**src/rtl/cpu_gen_pkg.sv**
```systemverilog
// Shared definitions for the multi-cycle core: opcodes, FSM states and instruction-field helpers.
// Helpers take the packed instruction zero-extended to 32 bits plus the RW/ADDR_W field widths.
package cpu_gen_pkg;

  localparam logic [3:0] OP_SUB   = 4'd0;
  localparam logic [3:0] OP_ADD   = 4'd1;
  localparam logic [3:0] OP_AND   = 4'd2;
  localparam logic [3:0] OP_OR    = 4'd3;
  localparam logic [3:0] OP_XOR   = 4'd4;
  localparam logic [3:0] OP_LDI   = 4'd5;
  localparam logic [3:0] OP_LOAD  = 4'd6;
  localparam logic [3:0] OP_STORE = 4'd7;
  localparam logic [3:0] OP_BEQZ  = 4'd8;
  localparam logic [3:0] OP_JMP   = 4'd9;
  localparam logic [3:0] OP_HALT  = 4'd15;

  typedef enum logic [1:0] {FETCH, EXEC, MEM, HALT} state_t;

  localparam int MAX_INSTR_W = 32;
  typedef logic [MAX_INSTR_W-1:0] instr_word_t;

  function automatic logic [3:0] instr_opcode(input instr_word_t ir, input int rw, input int aw);
    instr_word_t sh;
    sh = ir >> (2 * rw + aw);
    return sh[3:0];
  endfunction

  function automatic instr_word_t instr_rd(input instr_word_t ir, input int rw, input int aw);
    return (ir >> (rw + aw)) & ((instr_word_t'(1) << rw) - instr_word_t'(1));
  endfunction

  function automatic instr_word_t instr_rs(input instr_word_t ir, input int rw, input int aw);
    return (ir >> aw) & ((instr_word_t'(1) << rw) - instr_word_t'(1));
  endfunction

  function automatic instr_word_t instr_imm(input instr_word_t ir, input int aw);
    return ir & ((instr_word_t'(1) << aw) - instr_word_t'(1));
  endfunction

endpackage

```
**src/rtl/cpu_gen_alu.sv**
```systemverilog
// Combinational ALU: SUB/ADD/AND/OR/XOR with carry (borrow on SUB) and zero flags.
// No latency or backpressure; opcodes outside the ALU set yield a zero result.
module cpu_gen_alu
  import cpu_gen_pkg::*;
#(
  parameter int DATA_W = 8
) (
  input  logic [DATA_W-1:0] a,
  input  logic [DATA_W-1:0] b,
  input  logic [3:0]        op,
  output logic [DATA_W-1:0] result,
  output logic              carry,
  output logic              zero
);

  logic [DATA_W:0] wide;

  // The extra top bit carries out of ADD and is the borrow of SUB (b > a).
  always_comb begin
    wide = '0;
    case (op)
      OP_SUB:  wide = {1'b0, a} - {1'b0, b};
      OP_ADD:  wide = {1'b0, a} + {1'b0, b};
      OP_AND:  wide = {1'b0, a & b};
      OP_OR:   wide = {1'b0, a | b};
      OP_XOR:  wide = {1'b0, a ^ b};
      default: wide = '0;
    endcase
    result = wide[DATA_W-1:0];
    carry  = wide[DATA_W];
    zero   = (wide[DATA_W-1:0] == '0);
  end

endmodule

```
**src/rtl/cpu_core_gen.sv**
```systemverilog
// Multi-cycle core: FETCH -> EXEC (-> MEM) per instruction, 2 cycles for ALU/branch, 3 for LOAD/STORE.
// imem/dmem req is held stable until the matching ready; each wait cycle adds one cycle.
module cpu_core_gen
  import cpu_gen_pkg::*;
#(
  parameter  int DATA_W  = 8,
  parameter  int ADDR_W  = 5,
  parameter  int REG_CNT = 4,
  localparam int RW      = $clog2(REG_CNT),
  localparam int INSTR_W = 4 + 2 * RW + ADDR_W
) (
  input  logic               clock,
  input  logic               reset_n,
  input  logic               start_execution,
  output logic               imem_req,
  output logic [ADDR_W-1:0]  imem_addr,
  input  logic [INSTR_W-1:0] imem_rdata,
  input  logic               imem_ready,
  output logic               dmem_req,
  output logic               dmem_we,
  output logic [ADDR_W-1:0]  dmem_addr,
  output logic [DATA_W-1:0]  dmem_wdata,
  input  logic [DATA_W-1:0]  dmem_rdata,
  input  logic               dmem_ready,
  output logic [DATA_W-1:0]  alu_out,
  output logic               carry,
  output logic               zero,
  output logic               halted,
  output logic [ADDR_W-1:0]  pc_out
);

  state_t              state, state_nxt;
  logic [ADDR_W-1:0]   pc;
  logic [INSTR_W-1:0]  ir;
  logic [DATA_W-1:0]   regs [REG_CNT];
  logic                req_pend;

  instr_word_t         ir_ext;
  logic [3:0]          opcode;
  logic [RW-1:0]       rd, rs;
  logic [ADDR_W-1:0]   imm;
  logic [DATA_W-1:0]   rd_val, rs_val, alu_res;
  logic                alu_c, alu_z;
  logic                fetch_done, mem_done;

  assign ir_ext = instr_word_t'(ir);
  assign opcode = instr_opcode(ir_ext, RW, ADDR_W);
  assign rd     = RW'(instr_rd(ir_ext, RW, ADDR_W));
  assign rs     = RW'(instr_rs(ir_ext, RW, ADDR_W));
  assign imm    = ADDR_W'(instr_imm(ir_ext, ADDR_W));
  assign rd_val = regs[rd];
  assign rs_val = regs[rs];

  // A raised fetch request is held by req_pend even if the run enable drops.
  assign imem_req   = (state == FETCH) && (start_execution || req_pend);
  assign imem_addr  = pc;
  assign fetch_done = imem_req && imem_ready;

  assign dmem_req   = (state == MEM);
  assign dmem_we    = (state == MEM) && (opcode == OP_STORE);
  assign dmem_addr  = (state == MEM) ? imm : '0;
  assign dmem_wdata = (state == MEM) ? rs_val : '0;
  assign mem_done   = dmem_req && dmem_ready;
  assign pc_out     = pc;

  cpu_gen_alu #(.DATA_W(DATA_W)) u_alu (
    .a      (rd_val),
    .b      (rs_val),
    .op     (opcode),
    .result (alu_res),
    .carry  (alu_c),
    .zero   (alu_z)
  );

  always_ff @(posedge clock or negedge reset_n) begin
    if (!reset_n) state <= FETCH;
    else          state <= state_nxt;
  end

  always_comb begin
    state_nxt = state;
    case (state)
      FETCH: if (fetch_done) state_nxt = EXEC;
      EXEC: begin
        case (opcode)
          OP_LOAD, OP_STORE: state_nxt = MEM;
          OP_HALT:           state_nxt = HALT;
          default:           state_nxt = FETCH;
        endcase
      end
      MEM:     if (mem_done) state_nxt = FETCH;
      default: state_nxt = HALT;
    endcase
  end

  always_ff @(posedge clock or negedge reset_n) begin
    if (!reset_n) begin
      pc       <= '0;
      ir       <= '0;
      alu_out  <= '0;
      carry    <= 1'b0;
      zero     <= 1'b0;
      halted   <= 1'b0;
      req_pend <= 1'b0;
      for (int i = 0; i < REG_CNT; i++) regs[i] <= '0;
    end else begin
      req_pend <= imem_req && !imem_ready;
      if (fetch_done) ir <= imem_rdata;
      if (state == EXEC) begin
        case (opcode)
          OP_SUB, OP_ADD, OP_AND, OP_OR, OP_XOR: begin
            regs[rd] <= alu_res;
            alu_out  <= alu_res;
            carry    <= alu_c;
            zero     <= alu_z;
            pc       <= pc + ADDR_W'(1);
          end
          OP_LDI: begin
            regs[rd] <= DATA_W'(imm);
            alu_out  <= DATA_W'(imm);
            pc       <= pc + ADDR_W'(1);
          end
          OP_LOAD, OP_STORE: ;
          OP_BEQZ: pc <= (rd_val == '0) ? imm : pc + ADDR_W'(1);
          OP_JMP:  pc <= imm;
          OP_HALT: halted <= 1'b1;
          default: pc <= pc + ADDR_W'(1);
        endcase
      end
      if (mem_done) begin
        if (!dmem_we) regs[rd] <= dmem_rdata;
        pc <= pc + ADDR_W'(1);
      end
    end
  end

endmodule

```
**config.mk**
```make
export PLATFORM = sky130hd
export DESIGN_NAME = cpu_core_gen
export DESIGN_NICKNAME = d
export VERILOG_FILES = /design/src/rtl/cpu_gen_pkg.sv /design/src/rtl/cpu_gen_alu.sv /design/src/rtl/cpu_core_gen.sv
export SDC_FILE = /design/constraint.sdc
export NUM_CORES = 1
export LEC_CHECK = 0
export CAP_MARGIN = 20
export CORE_MARGIN = 4
export CORE_UTILIZATION = 57
export CTS_BUF_LIST = sky130_fd_sc_hd__clkbuf_8 sky130_fd_sc_hd__clkbuf_16
export CTS_CLUSTER_SIZE = 14
export DETAILED_ROUTE_END_ITERATION = 8
export MAX_ROUTING_LAYER = met4
export PLACE_DENSITY = 0.82
export SLEW_MARGIN = 20
export SYNTH_ARGS = -nofsm -noshare
export SYNTH_HDL_FRONTEND = slang
export SYNTH_SLANG_ARGS = --single-unit
```
**constraint.sdc**
```tcl
create_clock -name clock -period 5.95 [get_ports clock]
set_input_delay 0.8925 -clock clock [delete_from_list [all_inputs] [get_ports clock]]
set_output_delay 0.8925 -clock clock [all_outputs]
set_load 0.01 [all_outputs]
```
==> flow_summary.ini <==
[detailed_routing]
firstDrtPassIters = 5
vias_per_cell = 6.54
detail_route.drc_violations = 0
num_vias = 4344
post_drt_antenna_nets = 0
postRouteWirelength_mm = 13.4
wire_per_inst_um = 20.3
initialDrtViolationCount = 379

[critical_path]
setup.worst_path.end_class = flip-flop
start_kind = flip-flop
cpLargestDelayFamily = compound AO/OA/AOI/OAI gates
crit_path_dat_ps = 4190
crit_path_cell_trace = nor3_2, nand2_1, o21ai_0, ha_1, a211oi_1, o211ai_1, a21o_1, a31oi_1, nand2b_1, a31oi_1
reg2reg_slack_ps = 1990
cell_with_the_most_instances_on_the_worst_path = sky130_fd_sc_hd__a31oi_1
worst_path_max_delay_cell = sky130_fd_sc_hd__nor3_2
worst_path_largest_cell_delay_ps = 640
path_max_fanout = 22
worst-path-buf-inv = 0
worstPathRequired_ps = 6180
crit_type = reg -> reg

[sta]
worst_slew_pin_slew_ps = 1090
timing.final.crit_period_ps = 3960
timing.setup.tns_ps = 0
timing.final.hold_violations = 0
rsz0062_at_grt = false
max_freq_mhz = 253
final_number_of_setup_violating_endpoints = 0
max-slew-margin-rel_pct = 26.9
timing_max_transition_violations_final = 0
ratio_of_final_minimum_period_to_clock_period_pct = 66.5
skew_ps = 9.78

[power_and_ir_drop]
share_comb_of_total_power_pct = 9.6
power_per_cell_area_nw_per_um2 = 169
power.switching_w = 0.000261
leakagePower_nw = 2.32
clkPwrFrac_pct = 42.3
max-vdd-ir-drop_uv = 177
internal_power_w = 0.000675
power.switching_fraction_pct = 27.9
seq_power_share_pct = 48.1

[layout]
post_route_cells_drive_above_1_share_pct = 11.2
area_growth_pct = 17.5
layout.core_utilization_pct = 70.0
num_antenna_cells = 0
num-nets-final = 610

[yosys]
syn_avg_cell_area_sq_um = 9.27
synth_cells = 507
netlist_top_cells_count = sky130_fd_sc_hd__dfrtp_1 (64), sky130_fd_sc_hd__nor2_1 (63), sky130_fd_sc_hd__nand2_1 (46)
syn_nets = 560
synth.top_cell.area_share_pct = 34.1
netlist_area_sq_um = 4700
synthDistinctLibCells = 65
synth_edf_count = 0
yosysTopAreaCell = sky130_fd_sc_hd__dfrtp_1
yosys_register_bits = 64
ys_top_cells_by_area = sky130_fd_sc_hd__dfrtp_1 (34%), sky130_fd_sc_hd__mux4_2 (7.7%), sky130_fd_sc_hd__ha_1 (6.9%)
synth_ff_type = sky130_fd_sc_hd__dfrtp_1
ys_warn_count = 0
yosysMostFrequentCell = sky130_fd_sc_hd__dfrtp_1
synthArstFlopShare_pct = 100
seq_area_frac_synth_pct = 34.1

[clock_network]
cts_inserted_buffers = 9
clock_insertion_delay_worst_skew_ps = 370
cts_resized = 0
cts_max_level = 3
cts_hold_buffers = 0
cts_setup_buffers = 0
cts.sinks = 64
cts.clk_slew.worst_paths_ps = 80
clk_root_buffer_cell = sky130_fd_sc_hd__clkbuf_8
ctsLongestPathBuffers = 2
cts_tree = built

[die]
initial_utilization_pct = 59.6
design.portCount = 63
dieHeight_um = 98.8
floorplan.core_area_sq_um = 7890
placementRows = 32
floorplan.die_area_sq_um = 9770
die_w_um = 98.8

[job]
maxCapViolCount = 0

[grt]
grt_pass1_vias = 4314
grt_first_pass_wirelength_mm = 22.2
grt_antenna_before_repair = 0
grtUsageTotal_pct = 29.3
global_route.overflow_total = 0
grt_start_max_net_pins = 65

[outcome]
status = finished, final reports clean

[placed_design]
place_hpwl_mm = 9.96
portBuffers = 62
routabilityCongestion = 0.984

[min_path]
min-delay-path-class = reg -> reg
-- worst reg2reg max path: cells and delay by family (launching register included) --
kind / cells / cell delay [ps]
AOI/OAI and AO/OA: 6 / 1780
adders and majority gates: 1 / 310
DFF: 1 / 610
and+or+nand+nor: 3 / 1110
-- final timing paths --
| path | cells past startpoint | from | end |
|---|---|---|---|
| max reg2reg | 10 | ir[10] | regs[31] |
| min reg2reg | 2 | alu_out[7] | alu_out[7] |
| max | 10 | ir[10] | regs[31] |
| max in group asynchronous | 2 | reset_n | alu_out[5] |
| min in group asynchronous | 2 | reset_n | regs[20] |
| min | 2 | alu_out[7] | alu_out[7] |
-- cells by family (layout without fill, tap and decap cells) --
kind of cell	Yosys count	in the layout	share of synthesized area, %
muxes	35	35	12.1
AOI/OAI and AO/OA	133	133	19.5
and+or+nand+nor	191	191	20.2
buffers and inverters	45	100	4.58
DFF	64	64	34.1
adders and majority gates	27	27	7.34
xor gates and xnor gates	12	12	2.24
-- power groups by stage --
stage | clock [W] | sequential [W] | combinational, W
global route | 0.000415 | 0.000451 | 0.0000977
CTS | 0.000395 | 0.000449 | 0.0000885
global placement | 0 | 0.000458 | 0.0000870
detailed placement | 0 | 0.000458 | 0.0000879
finish | 0.000396 | 0.000450 | 0.0000898
floorplan | 0 | 0.000449 | 0.0000561
-- layer usage --
| layer | vias to the layer above | track usage (%) | wire (um) |
|---|---|---|---|
| met5 | - | - | 0 |
| met4 | 0 | 10.4 | 312 |
| met3 | 38 | 5.94 | 1280 |
| met2 | 256 | 45.3 | 6330 |
| met1 | 2094 | 38.4 | 5520 |
| li1 | 1956 | - | - |
-- registers in the layout, indices dropped and copies added, names as in the netlist --
| register | cells |
|---|---|
| regs | 32 |
| ir | 13 |
| alu_out | 8 |
| imem_addr | 5 |
| state | 2 |
| carry | 1 |
| halted | 1 |
| req_pend | 1 |
| zero | 1 |
-- per-stage QoR --
| stage | cell area (sq um) | hold slack (ps) | power (W) | instances | setup slack (ps) |
|---|---|---|---|---|---|
| finish | 5520 | 486 | 0.000936 | 664 | 1990 |
| global route | 5520 | 530 | 0.000963 | 664 | 1730 |
| CTS | 5520 | 495 | 0.000933 | 664 | 2090 |
| detailed placement | 5320 | 476 | 0.000546 | 648 | 2130 |
| global placement | 5320 | 464 | 0.000545 | 648 | 2150 |
| floorplan | 4700 | 480 | 0.000505 | 507 | 2790 |
-- final cells by class --
cell class | count | area, sq um
multi-input combinational | 398 | 2890
fill | 597 | 2360
sequential | 64 | 1600
timing repair buffer | 64 | 631
tap | 102 | 128
clock buffer | 9 | 124
clock inverter | 7 | 80.1
inverter | 20 | 75.1
-- layout by cell type (no fill, tap or decap), types with 5 or more instances in the layout --
| cell type | Yosys | routed |
|---|---|---|
| sky130_fd_sc_hd__and2_1 | 13 | 13 |
| sky130_fd_sc_hd__mux2_2 | 14 | 14 |
| sky130_fd_sc_hd__nand2b_1 | 12 | 12 |
| sky130_fd_sc_hd__a2bb2oi_1 | 6 | 6 |
| sky130_fd_sc_hd__inv_1 | 13 | 13 |
| sky130_fd_sc_hd__xnor2_1 | 9 | 9 |
| sky130_fd_sc_hd__mux4_2 | 16 | 16 |
| sky130_fd_sc_hd__inv_2 | 7 | 7 |
| sky130_fd_sc_hd__nand2_1 | 46 | 46 |
| sky130_fd_sc_hd__nor3_1 | 7 | 7 |
| sky130_fd_sc_hd__o211ai_1 | 5 | 5 |
| sky130_fd_sc_hd__clkbuf_8 | 0 | 9 |
| sky130_fd_sc_hd__nor2_1 | 63 | 63 |
| sky130_fd_sc_hd__mux2i_1 | 5 | 5 |
| sky130_fd_sc_hd__a211oi_1 | 5 | 5 |
| sky130_fd_sc_hd__nor2b_1 | 7 | 7 |
| sky130_fd_sc_hd__clkdlybuf4s50_1 | 0 | 61 |
| sky130_fd_sc_hd__nand3_1 | 16 | 16 |
| sky130_fd_sc_hd__a21oi_1 | 31 | 31 |
| sky130_fd_sc_hd__ha_1 | 26 | 26 |
| sky130_fd_sc_hd__o21ai_1 | 9 | 9 |
| sky130_fd_sc_hd__dfrtp_1 | 64 | 64 |
| sky130_fd_sc_hd__nand3b_1 | 5 | 5 |
| sky130_fd_sc_hd__a211o_1 | 5 | 5 |
| sky130_fd_sc_hd__o21ai_0 | 18 | 18 |
| sky130_fd_sc_hd__a221oi_1 | 8 | 8 |
Power figures use the tool's default switching activity.
==> patch: new RTL, config.mk and constraints unchanged <==
Remove the case item `OP_SUB` of the case on `op`.
--- a/src/rtl/cpu_gen_alu.sv
+++ b/src/rtl/cpu_gen_alu.sv
@@ -19,7 +19,6 @@
   always_comb begin
     wide = '0;
     case (op)
-      OP_SUB:  wide = {1'b0, a} - {1'b0, b};
       OP_ADD:  wide = {1'b0, a} + {1'b0, b};
       OP_AND:  wide = {1'b0, a & b};
       OP_OR:   wide = {1'b0, a | b};
Behaviour: not the same (a bounded check fails within 10 cycles, from zero or initial values and one cycle with reset_n low).
==> patch against the unedited design <==
- maximum frequency is 2.5% higher
- sequential cell count stayed put
- area after synthesis decreased by 5.7%
- routed wire length decreased by 2.5%
- non-clock buffer count is the same
- final area decreased by 4.8%
- worst setup slack improved by 0.096 ns
- largest cell class unchanged
Power is left out: it rests on default switching activity, and per cell area and clock period it moved more than threefold.
==> patch: results <==
sta:
  skew_ns: 0.0102
  finalCriticalPeriod_ns: 3.86
logic_synthesis:
  synth_common_cells: "dfrtp_1, nor2_1, nand2_1, a21oi_1, o21ai_1"
  syn_avg_cell_area_um2: 8.99
  synth_area_leaders: "dfrtp_1, mux4_2, a21oi_1, nor2_1, ha_1"
  synth_nets: 537
cells_and_area:
  drive_above_1_share_pct: 8.32
  bufAreaShareNonClock_pct: 12.0
  areaGrowthSynthToFinish_pct: 18.7
  clkCellAreaFrac_pct: 4.33
  multiInputGateArea_mm2: 0.00260
  nMultiInputCombCells: 376
global_route:
  grt_pass1_vias: 4052
  grt_usage_pct: 31.4
cts:
  insertion_delay_ns: 0.35
place:
  dpl_cell_area_mm2: 0.00503
  dp_hpwl_mm: 9.39
  place_ws_ns: 2.20
  gp_congestion: 0.959
critical_path:
  crit_path_max_fanout: 18
  worstRegToRegCells: 11
  cp-startpoint: "ir[7]$_DFFE_PN0P_"
routing:
  wl_per_cell_um: 20.5
  dr_total_vias: 4158
hold_path:
  worstHoldStart: "halted$_DFFE_PN0P_"
run_status:
  outcome: "completed"
==> patch: changes by cell type after synthesis, moves of 9 or more <==
cell	change
a21oi_1	+12
a22oi_1	+12
ha_1	-9
mux2_1	+9
nand3_1	-9
o21ai_0	-13
o21ai_1	+14
==> patch: per-layer routing <==
metal	wire (um)	share of wire, %
met1	5170	39
met2	6130	47
met3	1210	9.2
met4	598	4.6
met5	0	0
==> patch: logic make-up after synthesis <==
| family | count (synthesis) | share of synthesized area (%) |
|---|---|---|
| AND/OR/NAND/NOR | 184 | 20.0 |
| AO/OA/AOI/OAI | 137 | 20.0 |
| flip-flops | 64 | 36.1 |
| multiplexers | 32 | 12.3 |
| XOR/XNOR | 5 | 0.988 |
| buffers and inverters | 53 | 5.25 |
| adder cells (fa/ha/maj) | 18 | 5.25 |
==> patch: through the flow <==
step	hold WS, ns	instances	util, %
global placement	0.467	624	67.9
CTS	0.480	640	71.0
detailed placement	0.462	624	67.9
global route	0.516	640	71.0
floorplan	0.491	493	-
finish	0.481	640	71.0
